## src/rtl/pt_wr_sched_if.sv

```systemverilog
// Request/strobe bundle between the PT write scheduler and its requesters
// (CSH/MBOX refill, EBOX WR PT, APR sweep) and the PAG write port.
interface pt_wr_sched_if;
  // pgrf_req and ebox_req are levels held until pgrf_done / ebox_ack pulse.
  // A beat is taken in any cycle the refill is granted and pgrf_valid=1.
  // sweep_req is a one-cycle pulse.
  // Every output is registered and shows the decision made on the previous edge.
  logic        pgrf_req;
  logic [7:0]  pgrf_base;
  logic        pgrf_valid;
  logic [35:0] pgrf_data;
  logic        pgrf_done;
  logic        ebox_req;
  logic [8:0]  ebox_adr;
  logic        ebox_both;
  logic [35:0] ebox_data;
  logic        ebox_ack;
  logic        sweep_req;
  logic        sweep_busy;
  logic        pt_we;
  logic        pt_left_en;
  logic        pt_right_en;
  logic [7:0]  pt_adr;
  logic [35:0] pt_din;
  logic        dir_we;
  logic        dir_clr;
  logic [6:0]  dir_adr;
  logic [1:0]  dbg_state;

  modport master (
    output pgrf_req, pgrf_base, pgrf_valid, pgrf_data,
    output ebox_req, ebox_adr, ebox_both, ebox_data, sweep_req,
    input  pgrf_done, ebox_ack, sweep_busy,
    input  pt_we, pt_left_en, pt_right_en, pt_adr, pt_din,
    input  dir_we, dir_clr, dir_adr, dbg_state
  );

  modport slave (
    input  pgrf_req, pgrf_base, pgrf_valid, pgrf_data,
    input  ebox_req, ebox_adr, ebox_both, ebox_data, sweep_req,
    output pgrf_done, ebox_ack, sweep_busy,
    output pt_we, pt_left_en, pt_right_en, pt_adr, pt_din,
    output dir_we, dir_clr, dir_adr, dbg_state
  );
endinterface

```

## src/rtl/pt_wr_sched.sv

```systemverilog
// Page table / directory write scheduler: arbitrates refill bursts, single
// EBOX PT writes and the directory invalidate sweep onto one write port.
module pt_wr_sched #(
  parameter int DIR_ENTRIES  = 128,
  parameter int REFILL_BEATS = 4
) (
  input  logic           clk,
  input  logic           CROBAR,
  pt_wr_sched_if.slave   bus
);

  localparam int SW = $clog2(DIR_ENTRIES);
  localparam logic [SW-1:0] S_LAST    = SW'(DIR_ENTRIES - 1);
  localparam logic [1:0]    B_LAST    = 2'(REFILL_BEATS - 1);
  localparam logic [7:0]    BEAT_MASK = 8'(REFILL_BEATS - 1);

  typedef enum logic [1:0] {
    IDLE   = 2'd0,
    REFILL = 2'd1,
    EBOX   = 2'd2,
    SWEEP  = 2'd3
  } state_t;

  state_t        state_q, state_d;
  logic [1:0]    b_q, b_d;
  logic [SW-1:0] s_q, s_d;
  logic          pending_q, pending_d;
  logic          done_pend_q, done_pend_d;

  logic          pt_we_q, pt_we_d;
  logic          pt_left_q, pt_left_d;
  logic          pt_right_q, pt_right_d;
  logic [7:0]    pt_adr_q, pt_adr_d;
  logic [35:0]   pt_din_q, pt_din_d;
  logic          dir_we_q, dir_we_d;
  logic          dir_clr_q, dir_clr_d;
  logic [6:0]    dir_adr_q, dir_adr_d;
  logic          pgrf_done_q, pgrf_done_d;
  logic          ebox_ack_q, ebox_ack_d;
  logic          busy_q, busy_d;

  logic          beat_fire;
  logic [1:0]    beat_idx;
  logic          final_clr;

  always_comb begin
    state_d     = state_q;
    b_d         = b_q;
    s_d         = s_q;
    done_pend_d = done_pend_q;
    pending_d   = pending_q | bus.sweep_req;
    pt_we_d     = 1'b0;
    pt_left_d   = 1'b0;
    pt_right_d  = 1'b0;
    pt_adr_d    = '0;
    pt_din_d    = '0;
    dir_we_d    = 1'b0;
    dir_clr_d   = 1'b0;
    dir_adr_d   = '0;
    pgrf_done_d = 1'b0;
    ebox_ack_d  = 1'b0;
    beat_fire   = 1'b0;
    beat_idx    = 2'd0;
    final_clr   = 1'b0;

    case (state_q)
      // IDLE and SWEEP share arbitration so a sweep yields between entries.
      // pgrf_req is masked while pgrf_done shows, since the requester only
      // drops it once it has seen the pulse.
      IDLE, SWEEP: begin
        if (bus.pgrf_req && !pgrf_done_q) begin
          state_d     = REFILL;
          b_d         = 2'd0;
          done_pend_d = 1'b0;
          beat_fire   = bus.pgrf_valid;
        end else if (bus.ebox_req) begin
          state_d    = EBOX;
          pt_we_d    = 1'b1;
          pt_left_d  = bus.ebox_both | ~bus.ebox_adr[0];
          pt_right_d = bus.ebox_both |  bus.ebox_adr[0];
          pt_adr_d   = bus.ebox_adr[8:1];
          pt_din_d   = bus.ebox_data;
          ebox_ack_d = 1'b1;
        end else if (pending_q) begin
          dir_we_d  = 1'b1;
          dir_clr_d = 1'b1;
          dir_adr_d = 7'(s_q);
          s_d       = s_q + 1'b1;
          if (s_q == S_LAST) begin
            final_clr = 1'b1;
            state_d   = IDLE;
          end else begin
            state_d   = SWEEP;
          end
        end else begin
          state_d = IDLE;
        end
      end
      REFILL: begin
        if (done_pend_q) begin
          pgrf_done_d = 1'b1;
          done_pend_d = 1'b0;
          state_d     = IDLE;
        end else begin
          beat_fire = bus.pgrf_valid;
          beat_idx  = b_q;
        end
      end
      EBOX: state_d = IDLE;
      default: state_d = IDLE;
    endcase

    if (beat_fire) begin
      pt_we_d    = 1'b1;
      pt_left_d  = 1'b1;
      pt_right_d = 1'b1;
      pt_adr_d   = (bus.pgrf_base & ~BEAT_MASK) | {6'b0, beat_idx};
      pt_din_d   = bus.pgrf_data;
      dir_we_d   = 1'b1;
      dir_adr_d  = pt_adr_d[7:1];
      if (beat_idx == B_LAST) begin
        done_pend_d = 1'b1;
        b_d         = 2'd0;
      end else begin
        b_d = beat_idx + 2'd1;
      end
    end

    // A request landing on the final entry is absorbed into this sweep.
    if (final_clr) pending_d = 1'b0;
    busy_d = pending_d | final_clr;
  end

  always_ff @(posedge clk) begin
    if (CROBAR) begin
      state_q     <= IDLE;
      b_q         <= '0;
      s_q         <= '0;
      pending_q   <= 1'b0;
      done_pend_q <= 1'b0;
      pt_we_q     <= 1'b0;
      pt_left_q   <= 1'b0;
      pt_right_q  <= 1'b0;
      pt_adr_q    <= '0;
      pt_din_q    <= '0;
      dir_we_q    <= 1'b0;
      dir_clr_q   <= 1'b0;
      dir_adr_q   <= '0;
      pgrf_done_q <= 1'b0;
      ebox_ack_q  <= 1'b0;
      busy_q      <= 1'b0;
    end else begin
      state_q     <= state_d;
      b_q         <= b_d;
      s_q         <= s_d;
      pending_q   <= pending_d;
      done_pend_q <= done_pend_d;
      pt_we_q     <= pt_we_d;
      pt_left_q   <= pt_left_d;
      pt_right_q  <= pt_right_d;
      pt_adr_q    <= pt_adr_d;
      pt_din_q    <= pt_din_d;
      dir_we_q    <= dir_we_d;
      dir_clr_q   <= dir_clr_d;
      dir_adr_q   <= dir_adr_d;
      pgrf_done_q <= pgrf_done_d;
      ebox_ack_q  <= ebox_ack_d;
      busy_q      <= busy_d;
    end
  end

  assign bus.pt_we       = pt_we_q;
  assign bus.pt_left_en  = pt_left_q;
  assign bus.pt_right_en = pt_right_q;
  assign bus.pt_adr      = pt_adr_q;
  assign bus.pt_din      = pt_din_q;
  assign bus.dir_we      = dir_we_q;
  assign bus.dir_clr     = dir_clr_q;
  assign bus.dir_adr     = dir_adr_q;
  assign bus.pgrf_done   = pgrf_done_q;
  assign bus.ebox_ack    = ebox_ack_q;
  assign bus.sweep_busy  = busy_q;
  assign bus.dbg_state   = state_q;

endmodule

```

## src/flat_wrapper.sv

```systemverilog
// flat-port wrapper written by rule: the top's interface ports become plain ports
module pt_wr_sched_flat 
#(
  parameter int DIR_ENTRIES  = 128,
  parameter int REFILL_BEATS = 4
)
  (clk, CROBAR, bus_pgrf_req, bus_pgrf_base, bus_pgrf_valid, bus_pgrf_data, bus_ebox_req, bus_ebox_adr, bus_ebox_both, bus_ebox_data, bus_sweep_req, bus_pgrf_done, bus_ebox_ack, bus_sweep_busy, bus_pt_we, bus_pt_left_en, bus_pt_right_en, bus_pt_adr, bus_pt_din, bus_dir_we, bus_dir_clr, bus_dir_adr, bus_dbg_state);
  pt_wr_sched_if bus_i ();
  input  logic clk;
  input  logic CROBAR;
  input wire logic [$bits(bus_i.pgrf_req)-1:0] bus_pgrf_req;
  input wire logic [$bits(bus_i.pgrf_base)-1:0] bus_pgrf_base;
  input wire logic [$bits(bus_i.pgrf_valid)-1:0] bus_pgrf_valid;
  input wire logic [$bits(bus_i.pgrf_data)-1:0] bus_pgrf_data;
  input wire logic [$bits(bus_i.ebox_req)-1:0] bus_ebox_req;
  input wire logic [$bits(bus_i.ebox_adr)-1:0] bus_ebox_adr;
  input wire logic [$bits(bus_i.ebox_both)-1:0] bus_ebox_both;
  input wire logic [$bits(bus_i.ebox_data)-1:0] bus_ebox_data;
  input wire logic [$bits(bus_i.sweep_req)-1:0] bus_sweep_req;
  output wire logic [$bits(bus_i.pgrf_done)-1:0] bus_pgrf_done;
  output wire logic [$bits(bus_i.ebox_ack)-1:0] bus_ebox_ack;
  output wire logic [$bits(bus_i.sweep_busy)-1:0] bus_sweep_busy;
  output wire logic [$bits(bus_i.pt_we)-1:0] bus_pt_we;
  output wire logic [$bits(bus_i.pt_left_en)-1:0] bus_pt_left_en;
  output wire logic [$bits(bus_i.pt_right_en)-1:0] bus_pt_right_en;
  output wire logic [$bits(bus_i.pt_adr)-1:0] bus_pt_adr;
  output wire logic [$bits(bus_i.pt_din)-1:0] bus_pt_din;
  output wire logic [$bits(bus_i.dir_we)-1:0] bus_dir_we;
  output wire logic [$bits(bus_i.dir_clr)-1:0] bus_dir_clr;
  output wire logic [$bits(bus_i.dir_adr)-1:0] bus_dir_adr;
  output wire logic [$bits(bus_i.dbg_state)-1:0] bus_dbg_state;
  assign bus_i.pgrf_req = bus_pgrf_req;
  assign bus_i.pgrf_base = bus_pgrf_base;
  assign bus_i.pgrf_valid = bus_pgrf_valid;
  assign bus_i.pgrf_data = bus_pgrf_data;
  assign bus_i.ebox_req = bus_ebox_req;
  assign bus_i.ebox_adr = bus_ebox_adr;
  assign bus_i.ebox_both = bus_ebox_both;
  assign bus_i.ebox_data = bus_ebox_data;
  assign bus_i.sweep_req = bus_sweep_req;
  assign bus_pgrf_done = bus_i.pgrf_done;
  assign bus_ebox_ack = bus_i.ebox_ack;
  assign bus_sweep_busy = bus_i.sweep_busy;
  assign bus_pt_we = bus_i.pt_we;
  assign bus_pt_left_en = bus_i.pt_left_en;
  assign bus_pt_right_en = bus_i.pt_right_en;
  assign bus_pt_adr = bus_i.pt_adr;
  assign bus_pt_din = bus_i.pt_din;
  assign bus_dir_we = bus_i.dir_we;
  assign bus_dir_clr = bus_i.dir_clr;
  assign bus_dir_adr = bus_i.dir_adr;
  assign bus_dbg_state = bus_i.dbg_state;
  pt_wr_sched #(.DIR_ENTRIES(DIR_ENTRIES), .REFILL_BEATS(REFILL_BEATS)) u_core (.clk(clk), .CROBAR(CROBAR), .bus(bus_i));
endmodule
```

## config.mk

```make
export PLATFORM = sky130hd
export DESIGN_NAME = pt_wr_sched_flat
export DESIGN_NICKNAME = d
export VERILOG_FILES = /design/src/rtl/pt_wr_sched_if.sv /design/src/rtl/pt_wr_sched.sv /design/src/flat_wrapper.sv
export SDC_FILE = /design/constraint.sdc
export NUM_CORES = 1
export LEC_CHECK = 0
export CAP_MARGIN = 10
export CORE_ASPECT_RATIO = 0.5
export CORE_MARGIN = 2
export CORE_UTILIZATION = 61
export CTS_CLUSTER_SIZE = 30
export DETAILED_ROUTE_END_ITERATION = 10
export DONT_BUFFER_PORTS = 1
export PLACE_DENSITY = 0.77
export SETUP_SLACK_MARGIN = 0.5
export SYNTH_ARGS = -nofsm -noshare
export SYNTH_HDL_FRONTEND = slang
export SYNTH_SLANG_ARGS = --single-unit
```

## constraint.sdc

```tcl
create_clock -name clk -period 2.1 [get_ports clk]
set_clock_uncertainty 0.15 [all_clocks]
set_input_delay 0.42 -clock clk [delete_from_list [all_inputs] [get_ports clk]]
set_output_delay 0.42 -clock clk [all_outputs]
set_load 0.005 [all_outputs]
```

==> results of run 1 <==
-- power by group --
part / internal [uW] / switching (uW) / total [uW]
logic: 337 / 326 / 663
registers: 1530 / 110 / 1640
clock network: 552 / 503 / 1060
-- final cells by class --
class                      count  area (sq um)
sequential                    72          1450
multi-input combinational    137          1220
fill                         249           901
timing repair buffer          13           179
clock buffer                  10           128
clock inverter                 6          67.6
tap                           54          67.6
inverter                       4          15.0
-- routing by layer --
layer  up-vias  track usage  share of wire
met1       935        0.285           0.40
li1        872            -              -
met5         -            0              0
met2        89        0.436           0.52
met4         0       0.0728          0.016
met3        13       0.0891          0.068
-- Yosys cell counts, types with 4 or more instances --
library cell  number  area share
buf_6              5       0.021
nor2_1            10       0.014
inv_1              4      0.0057
a22o_1            50        0.17
nor2b_1            4      0.0095
buf_2              9       0.017
a21oi_1           11       0.021
ha_1               4       0.019
nand2_1            7       0.010
mux2_2             4       0.017
dfxtp_1           72        0.55
nand2b_1           4      0.0095
-- worst max path at each step --
stage | startpoint | end | slack (ps) | depth (start not counted)
after global routing | u_core.bus.dbg_state[0] | u_core.bus.pt_din[24] | 250 | 7
after CTS | u_core.bus.dbg_state[0] | u_core.s_q[6] | 320 | 5
after global placement | u_core.bus.dbg_state[0] | u_core.s_q[6] | 340 | 5
final | u_core.bus.dbg_state[1] | u_core.b_q[1] | 290 | 6
after detailed placement | u_core.bus.dbg_state[0] | u_core.s_q[6] | 300 | 5
after floorplan | u_core.bus.dbg_state[0] | u_core.s_q[6] | 370 | 6
-- cells by family (layout without fill, tap and decap cells) --
kind of cell | Yosys count | count (layout) | synth area share
multiplexers | 4 | 4 | 0.0171
adder cells (fa/ha/maj) | 4 | 4 | 0.0190
buffers and inverters | 19 | 33 | 0.0471
flip-flops | 72 | 72 | 0.548
AO/OA/AOI/OAI | 74 | 74 | 0.226
AND/OR/NAND/NOR | 55 | 55 | 0.142
-- repair_timing --
item	CTS	global route
pin swaps	3	6
cloned	1	1
hold buffers	1	0
setup buffers	5	3
setup endpoints to repair	59	62
gates resized for setup	7	11
endpoints found under the hold margin	13	0
-- sequential cells by signal, indices dropped and copies added (netlist names), 2 cells and up --
name / count
u_core.bus.dir_adr: 7
u_core.bus.pt_din: 36
u_core.bus.pt_adr: 8
u_core.b_q: 2
u_core.s_q: 7
u_core.bus.dbg_state: 2
-- metrics by stage --
step                hold slack, ps  setup slack, ps
floorplan                      293              366
global placement               320              340
detailed placement             336              304
CTS                          0.213              317
global route                 0.798              249
finish                        11.1              290
-- critical path, delay by kind of cell (launching register included) --
| kind | cells | cell delay, ps |
|---|---|---|
| adders and majority gates | 2 | 500 |
| DFF | 1 | 390 |
| and+or+nand+nor | 2 | 350 |
| AOI/OAI and AO/OA | 1 | 250 |
| buffers and inverters | 1 | 50 |
==> flow_summary.json, run 1 <==
{
  "drive_gt1_frac": 0.244,
  "cts_buffers": 9,
  "total_power_uw": 3360,
  "die_area_sq_um": 4880,
  "hold_end": "u_core.bus.sweep_busy",
  "synth_flop_cell": "dfxtp_1",
  "path_class": "reg -> reg",
  "tns_ps": 0,
  "clkSlewWorstSetupHoldPaths_ps": 70,
  "drc": 0,
  "synth_area_sq_um": 2630,
  "critical_path_arrival_ps": 1880,
  "relSlewSlack": 0.619,
  "start_util": 0.654,
  "clk_latency_ps": 340,
  "crit_chain": "inv_2, ha_4, and2b_1, and2_1, ha_1, a22o_1",
  "status": "completed",
  "fin_crit_ps": 1810,
  "grt_max_degree": 43,
  "synth-edff-count": 0,
  "instances_no_fill": 296,
  "grt_usage": 0.246,
  "most-common-layout-cells": "dfxtp_1, a22o_1, nor2_1, clkbuf_8, a21oi_1",
  "routed_wl_mm": 6.49,
  "clockRootBuffer": "clkbuf_8",
  "drt_iter0_markers": 47,
  "antenna_found_initial": 0,
  "port_buffers": 0,
  "rows": 16,
  "finalMaxSlewViolations": 0,
  "grt_pass1_vias": 1846,
  "cts.sinks": 72,
  "antenna-diode-count": 0,
  "overflow": 0,
  "hold_depth": 1,
  "worstPathRequired_ps": 2170,
  "grt_pass1_wl_mm": 9.20,
  "clk_path_buf_depth": 2,
  "final_nets": 337,
  "pin_count": 157,
  "final_common_cell": "dfxtp_1",
  "worst_setup_path_start_kind": "register",
  "min-delay-start": "CROBAR",
  "die-height_um": 50.4,
  "maxCapViolCount": 0,
  "vias": 1909,
  "htreeDepth": 3,
  "syn_nets": 328,
  "critical_path.max_fanout": 5,
  "place.gp.congestion": 0.725,
  "yosysSeqAreaShare": 0.548,
  "max_stage_delay_ps": 390,
  "synth_cells": 228,
  "vdd_drop_max_uv": 770,
  "synth-seq-cells": 72,
  "syn_avg_cell_area_sq_um": 11.5,
  "worstReg2RegEnd": "u_core.b_q[1]",
  "cp-end-kind": "register",
  "routedWlPerCell_um": 21.9,
  "die_w_um": 96.9,
  "rrSetupSlack_ps": 290,
  "avgViaCountPerCell": 6.45,
  "ant_nets": 0,
  "hold_path_class": "in -> reg",
  "reg2reg_depth": 6,
  "fp.coreArea_sq_um": 4020,
  "crit-reg2reg-launch": "u_core.bus.dbg_state[1]",
  "design_area_sq_um": 3120,
  "placedCellCount": 269,
  "clock.fmax_ghz": 0.552,
  "dr.pass1.iters": 4,
  "cts_tree": "yes",
  "syn_to_final_growth_pct": 18.7,
  "hold_viol": 0,
  "ys_types": 44,
  "finalCritPeriodShare": 0.862,
  "dp_hpwl_mm": 4.16,
  "slowest_stage": "dfxtp_4",
  "yosys_warnings": 0,
  "dpl_cell_area_sq_um": 2710,
  "setup_violations": 0,
  "total_leakage_power_uw": 0.00120,
  "async_reset_ff_frac": 0,
  "tightest_slew_ps": 570,
  "finalCoreUtilization": 0.776,
  "pwr_density_cell_nw_per_um2": 1080,
  "rsz0062_at_grt": "true"
}
Note: power is estimated with default switching activity, not from simulation.
==> run 2: changes to the inputs <==
--- a/config.mk
+++ b/config.mk
@@ -12,6 +12,7 @@
 export CTS_CLUSTER_SIZE = 30
 export DETAILED_ROUTE_END_ITERATION = 10
 export DONT_BUFFER_PORTS = 1
+export GPL_TIMING_DRIVEN = 0
 export PLACE_DENSITY = 0.77
 export SETUP_SLACK_MARGIN = 0.5
 export SYNTH_ARGS = -nofsm -noshare
==> run 2 against run 1 <==
Critical path depth rose by 2. Worst hold slack improved by 32 ps. Worst setup slack got worse by 38 ps. Critical path type unchanged.
==> flow_summary.json, run 2 (synthesized netlist as in run 1, its figures left out) <==
{
  "fin_crit_ps": 1850,
  "cts.sinks": 72,
  "dp_hpwl_mm": 4.66,
  "relSlewSlack": 0.733,
  "start_util": 0.654,
  "syn_to_final_growth_pct": 25.0,
  "timing.hold.ws_ps": 43.6,
  "maxCapViolCount": 0,
  "place.gp.congestion": 0.734,
  "hold_buffers": 0,
  "finalMaxSlewViolations": 0,
  "drt_iter0_markers": 48,
  "layout_setup_ws_ps": 252,
  "final_nets": 358,
  "rsz0062_at_grt": "true",
  "antenna_found_initial": 0,
  "setup_violations": 0,
  "die_area_sq_um": 4880,
  "critical_path_arrival_ps": 1990,
  "design_area_sq_um": 3290,
  "vias": 2028,
  "crit_chain": "inv_4, ha_4, buf_8, nand3b_4, a211oi_4, buf_6, buf_8, a22o_1",
  "fill_cells": 237,
  "status": "completed",
  "drive_gt1_frac": 0.335,
  "clk_latency_ps": 350,
  "routed_wl_mm": 7.11,
  "max_stage_delay_ps": 400,
  "fp.coreArea_sq_um": 4020,
  "path_class": "reg -> reg",
  "finalCoreUtilization": 0.817,
  "grt_usage": 0.281,
  "pwr_density_cell_nw_per_um2": 1060,
  "drc": 0,
  "die-height_um": 50.4,
  "total_leakage_power_uw": 0.00130,
  "grt_max_degree": 16,
  "vdd_drop_max_uv": 914,
  "htreeDepth": 3,
  "antenna-diode-count": 0,
  "rows": 16,
  "hold_viol": 0,
  "hold_path_class": "in -> reg",
  "dpl_cell_area_sq_um": 2790,
  "clk_path_buf_depth": 2,
  "cts_buffers": 9,
  "place_ws_ps": 137,
  "finalCritPeriodShare": 0.880,
  "clock.fmax_ghz": 0.541,
  "pin_count": 157,
  "final_common_cell": "dfxtp_1",
  "dr.pass1.iters": 4,
  "most-common-layout-cells": "dfxtp_1, a22o_1, buf_6, buf_4, nor2_1",
  "port_buffers": 0,
  "critical_path.max_fanout": 10,
  "overflow": 0,
  "avgViaCountPerCell": 6.40,
  "tns_ps": 0,
  "worstPathRequired_ps": 2240,
  "clockRootBuffer": "clkbuf_8",
  "clkSlewWorstSetupHoldPaths_ps": 80,
  "largest_reg_flops": 36,
  "routedWlPerCell_um": 22.4,
  "die_w_um": 96.9,
  "cp-end-kind": "register",
  "ant_nets": 0,
  "worst_setup_path_start_kind": "register",
  "grt_pass1_wl_mm": 10.3,
  "tightest_slew_ps": 397,
  "grt_pass1_vias": 2008,
  "rrSetupSlack_ps": 250,
  "slowest_stage": "dfxtp_4",
  "cts_tree": "yes",
  "cp_common_cell": "buf_8"
}
==> run 2: changes by cell type in the layout (fill, tap and decap cells not counted), moves of 3 or more <==
cell | before | now
buf_2 | 0 | 4
buf_4 | 6 | 12
buf_6 | 1 | 15
inv_6 | 1 | 4
==> run 2: stage by stage <==
| step | cells | total power [uW] |
|---|---|---|
| 3_3_place_gp | 282 | 2200 |
| 2_1_floorplan | 228 | 2100 |
| 3_5_place_dp | 282 | 2220 |
| 5_1_grt | 317 | 3630 |
| 4_1_cts | 313 | 3400 |
| 6_report | 317 | 3500 |
==> run 2: repair_timing <==
item | 4_1_cts | 5_1_grt
gates cloned | 4 | 0
buffers inserted | 11 | 4
gates resized for setup | 29 | 15
endpoints found under the setup margin | 60 | 68
pin swaps | 11 | 6
==> run 2: final cells by class <==
cell class / count / area (sq um) / area share
plain buffers: 15 / 151 / 0.0460
inverters: 4 / 17.5 / 0.00533
flip-flops and latches: 72 / 1450 / 0.441
clock inverters: 7 / 61.3 / 0.0186
repair buffers: 19 / 178 / 0.0540
multi-input cells: 137 / 1240 / 0.377
clock buffers: 9 / 124 / 0.0377
well taps: 54 / 67.6 / 0.0205
==> run 2: final timing paths <==
check	from	end	cells after the start
worst max-delay path	u_core.bus.dbg_state[0]	u_core.bus.pt_din[16]	8
worst min-delay path	bus_pgrf_data[31]	u_core.bus.pt_din[31]	1
worst max register to register	u_core.bus.dbg_state[0]	u_core.bus.pt_din[16]	8
worst min register to register	u_core.done_pend_q	u_core.bus.pgrf_done	2
==> run 2: worst max-delay path: cells and delay by family, from the launching register on <==
family	cells	cell delay, ps
buffers and inverters	4	500
flip-flops	1	400
AO/OA/AOI/OAI	2	400
adder cells (fa/ha/maj)	1	250
AND/OR/NAND/NOR	1	100
==> run 2: per-layer routing <==
layer,GRT usage,part of all wire
met5,0,0
met4,0.0869,0.017
met3,0.106,0.076
met2,0.522,0.53
met1,0.305,0.38
==> run 2: power breakdown <==
part           leakage [uW]  switching, uW  total (uW)  internal (uW)
combinational      0.000627            379         822            443
clock             0.0000892            577        1030            453
sequential         0.000589            112        1650           1530
==> run 3: changes to the inputs <==
--- a/config.mk
+++ b/config.mk
@@ -13,6 +13,7 @@
 export DETAILED_ROUTE_END_ITERATION = 10
 export DONT_BUFFER_PORTS = 1
 export GPL_TIMING_DRIVEN = 0
+export MAX_ROUTING_LAYER = met4
 export PLACE_DENSITY = 0.77
 export SETUP_SLACK_MARGIN = 0.5
 export SYNTH_ARGS = -nofsm -noshare
==> run 3 against run 2 <==
Global-route usage grew 0.72 points. Sequential cell count did not move. Clock-buffer cell count stayed put. Non-clock buffer count stayed put. Critical endpoint unchanged. Highest routed layer unchanged. Largest power group unchanged. Wire length is 0.13% higher.
==> flow_summary.json, run 3 (synthesized netlist as in run 1, its figures left out) <==
{
  "die_area_sq_um": 4880,
  "final_common_cell": "dfxtp_1",
  "tightest_slew_ps": 392,
  "setup_violations": 0,
  "cp-end-kind": "register",
  "start_util": 0.654,
  "worst_setup_path_start_kind": "register",
  "grt_pass1_vias": 2006,
  "clk_latency_ps": 350,
  "port_buffers": 0,
  "hold_viol": 0,
  "fin_crit_ps": 1850,
  "dpl_cell_area_sq_um": 2790,
  "clockRootBuffer": "clkbuf_8",
  "maxCapViolCount": 0,
  "vias": 1987,
  "register_area_sq_um": 1450,
  "tns_ps": 0,
  "multi_input_area_sq_um": 1240,
  "fill_cells": 237,
  "drive_gt1_frac": 0.335,
  "dr.pass1.iters": 4,
  "critical_path_arrival_ps": 1990,
  "path_class": "reg -> reg",
  "dp_hpwl_mm": 4.66,
  "clkSlewWorstSetupHoldPaths_ps": 80,
  "routed_wl_mm": 7.12,
  "grt_max_degree": 16,
  "antenna_found_initial": 0,
  "pin_count": 157,
  "vdd_drop_max_uv": 913,
  "rsz0062_at_grt": "true",
  "grt_usage": 0.289,
  "worstPathRequired_ps": 2240,
  "cts.sinks": 72,
  "fp.coreArea_sq_um": 4020,
  "total_leakage_power_uw": 0.00130,
  "most-common-layout-cells": "dfxtp_1, a22o_1, buf_6, buf_4, nor2_1",
  "antenna-diode-count": 0,
  "total_power_uw": 3500,
  "critical_path.max_fanout": 10,
  "hold_path_class": "in -> reg",
  "place.gp.congestion": 0.743,
  "status": "completed",
  "rows": 16,
  "drt_iter0_markers": 37,
  "avgViaCountPerCell": 6.27,
  "finalMaxSlewViolations": 0,
  "clk_path_buf_depth": 2,
  "grt_pass1_wl_mm": 10.4,
  "pwr_density_cell_nw_per_um2": 1060,
  "routedWlPerCell_um": 22.5,
  "design_area_sq_um": 3290,
  "final_nets": 358,
  "clock.fmax_ghz": 0.542,
  "relSlewSlack": 0.737,
  "syn_to_final_growth_pct": 25.0,
  "die_w_um": 96.9,
  "ant_nets": 0,
  "largest_reg_flops": 36,
  "htreeDepth": 3,
  "overflow": 0,
  "finalCritPeriodShare": 0.879,
  "timing.hold.ws_ps": 40.0,
  "cts_tree": "yes",
  "cts_buffers": 9,
  "die-height_um": 50.4,
  "drc": 0
}
run 3: worst max-delay path: stages (launching register included):
cell	delay, ps
dfxtp_4	400
inv_4	40
ha_4	250
buf_8	130
nand3b_4	100
a211oi_4	250
buf_6	180
buf_8	140
a22o_1	150
run 3: per-layer routing:
| layer | vias up | global-route usage | share of wire |
|---|---|---|---|
| li1 | 920 | - | - |
| met4 | 0 | 0.0869 | 0.013 |
| met2 | 96 | 0.521 | 0.53 |
| met3 | 15 | 0.0933 | 0.058 |
| met5 | - | - | 0 |
| met1 | 956 | 0.311 | 0.40 |
run 3: path summary, 6_finish.rpt:
path	startpoint	end	slack (ps)	cells after the start
worst max-delay path	u_core.bus.dbg_state[0]	u_core.bus.pt_din[16]	250	8
worst min-delay path	bus_pgrf_data[31]	u_core.bus.pt_din[31]	40	1
worst max register to register	u_core.bus.dbg_state[0]	u_core.bus.pt_din[16]	250	8
worst min register to register	u_core.s_q[0]	u_core.bus.dir_adr[0]	390	2
run 3: layout make-up:
cell class              count  area share
plain buffers              15      0.0460
clock buffers               9      0.0377
clock inverters             7      0.0186
inverters                   4     0.00533
multi-input cells         137       0.377
flip-flops and latches     72       0.441
well taps                  54      0.0205
repair buffers             19      0.0540
run 3: stage by stage:
stage	cells	utilization	worst slack, ps
after global placement	282	0.692	174
after global routing	317	0.817	191
final	317	0.817	254
after floorplan	228	-	366
after CTS	313	0.797	253
after detailed placement	282	0.692	137
run 3: repair_timing:
item | in CTS | in global routing
hold buffers | 0 | 0
cloned | 4 | 0
buffers inserted | 11 | 4
endpoints found under the setup margin | 60 | 68
gates resized for setup | 29 | 15
pin swaps | 11 | 6
run 3: power breakdown:
part	switching [uW]	leakage [uW]	internal, uW
Sequential	112	0.000589	1530
Clock	578	0.0000892	453
Combinational	379	0.000627	443
Total	1070	0.00130	2430
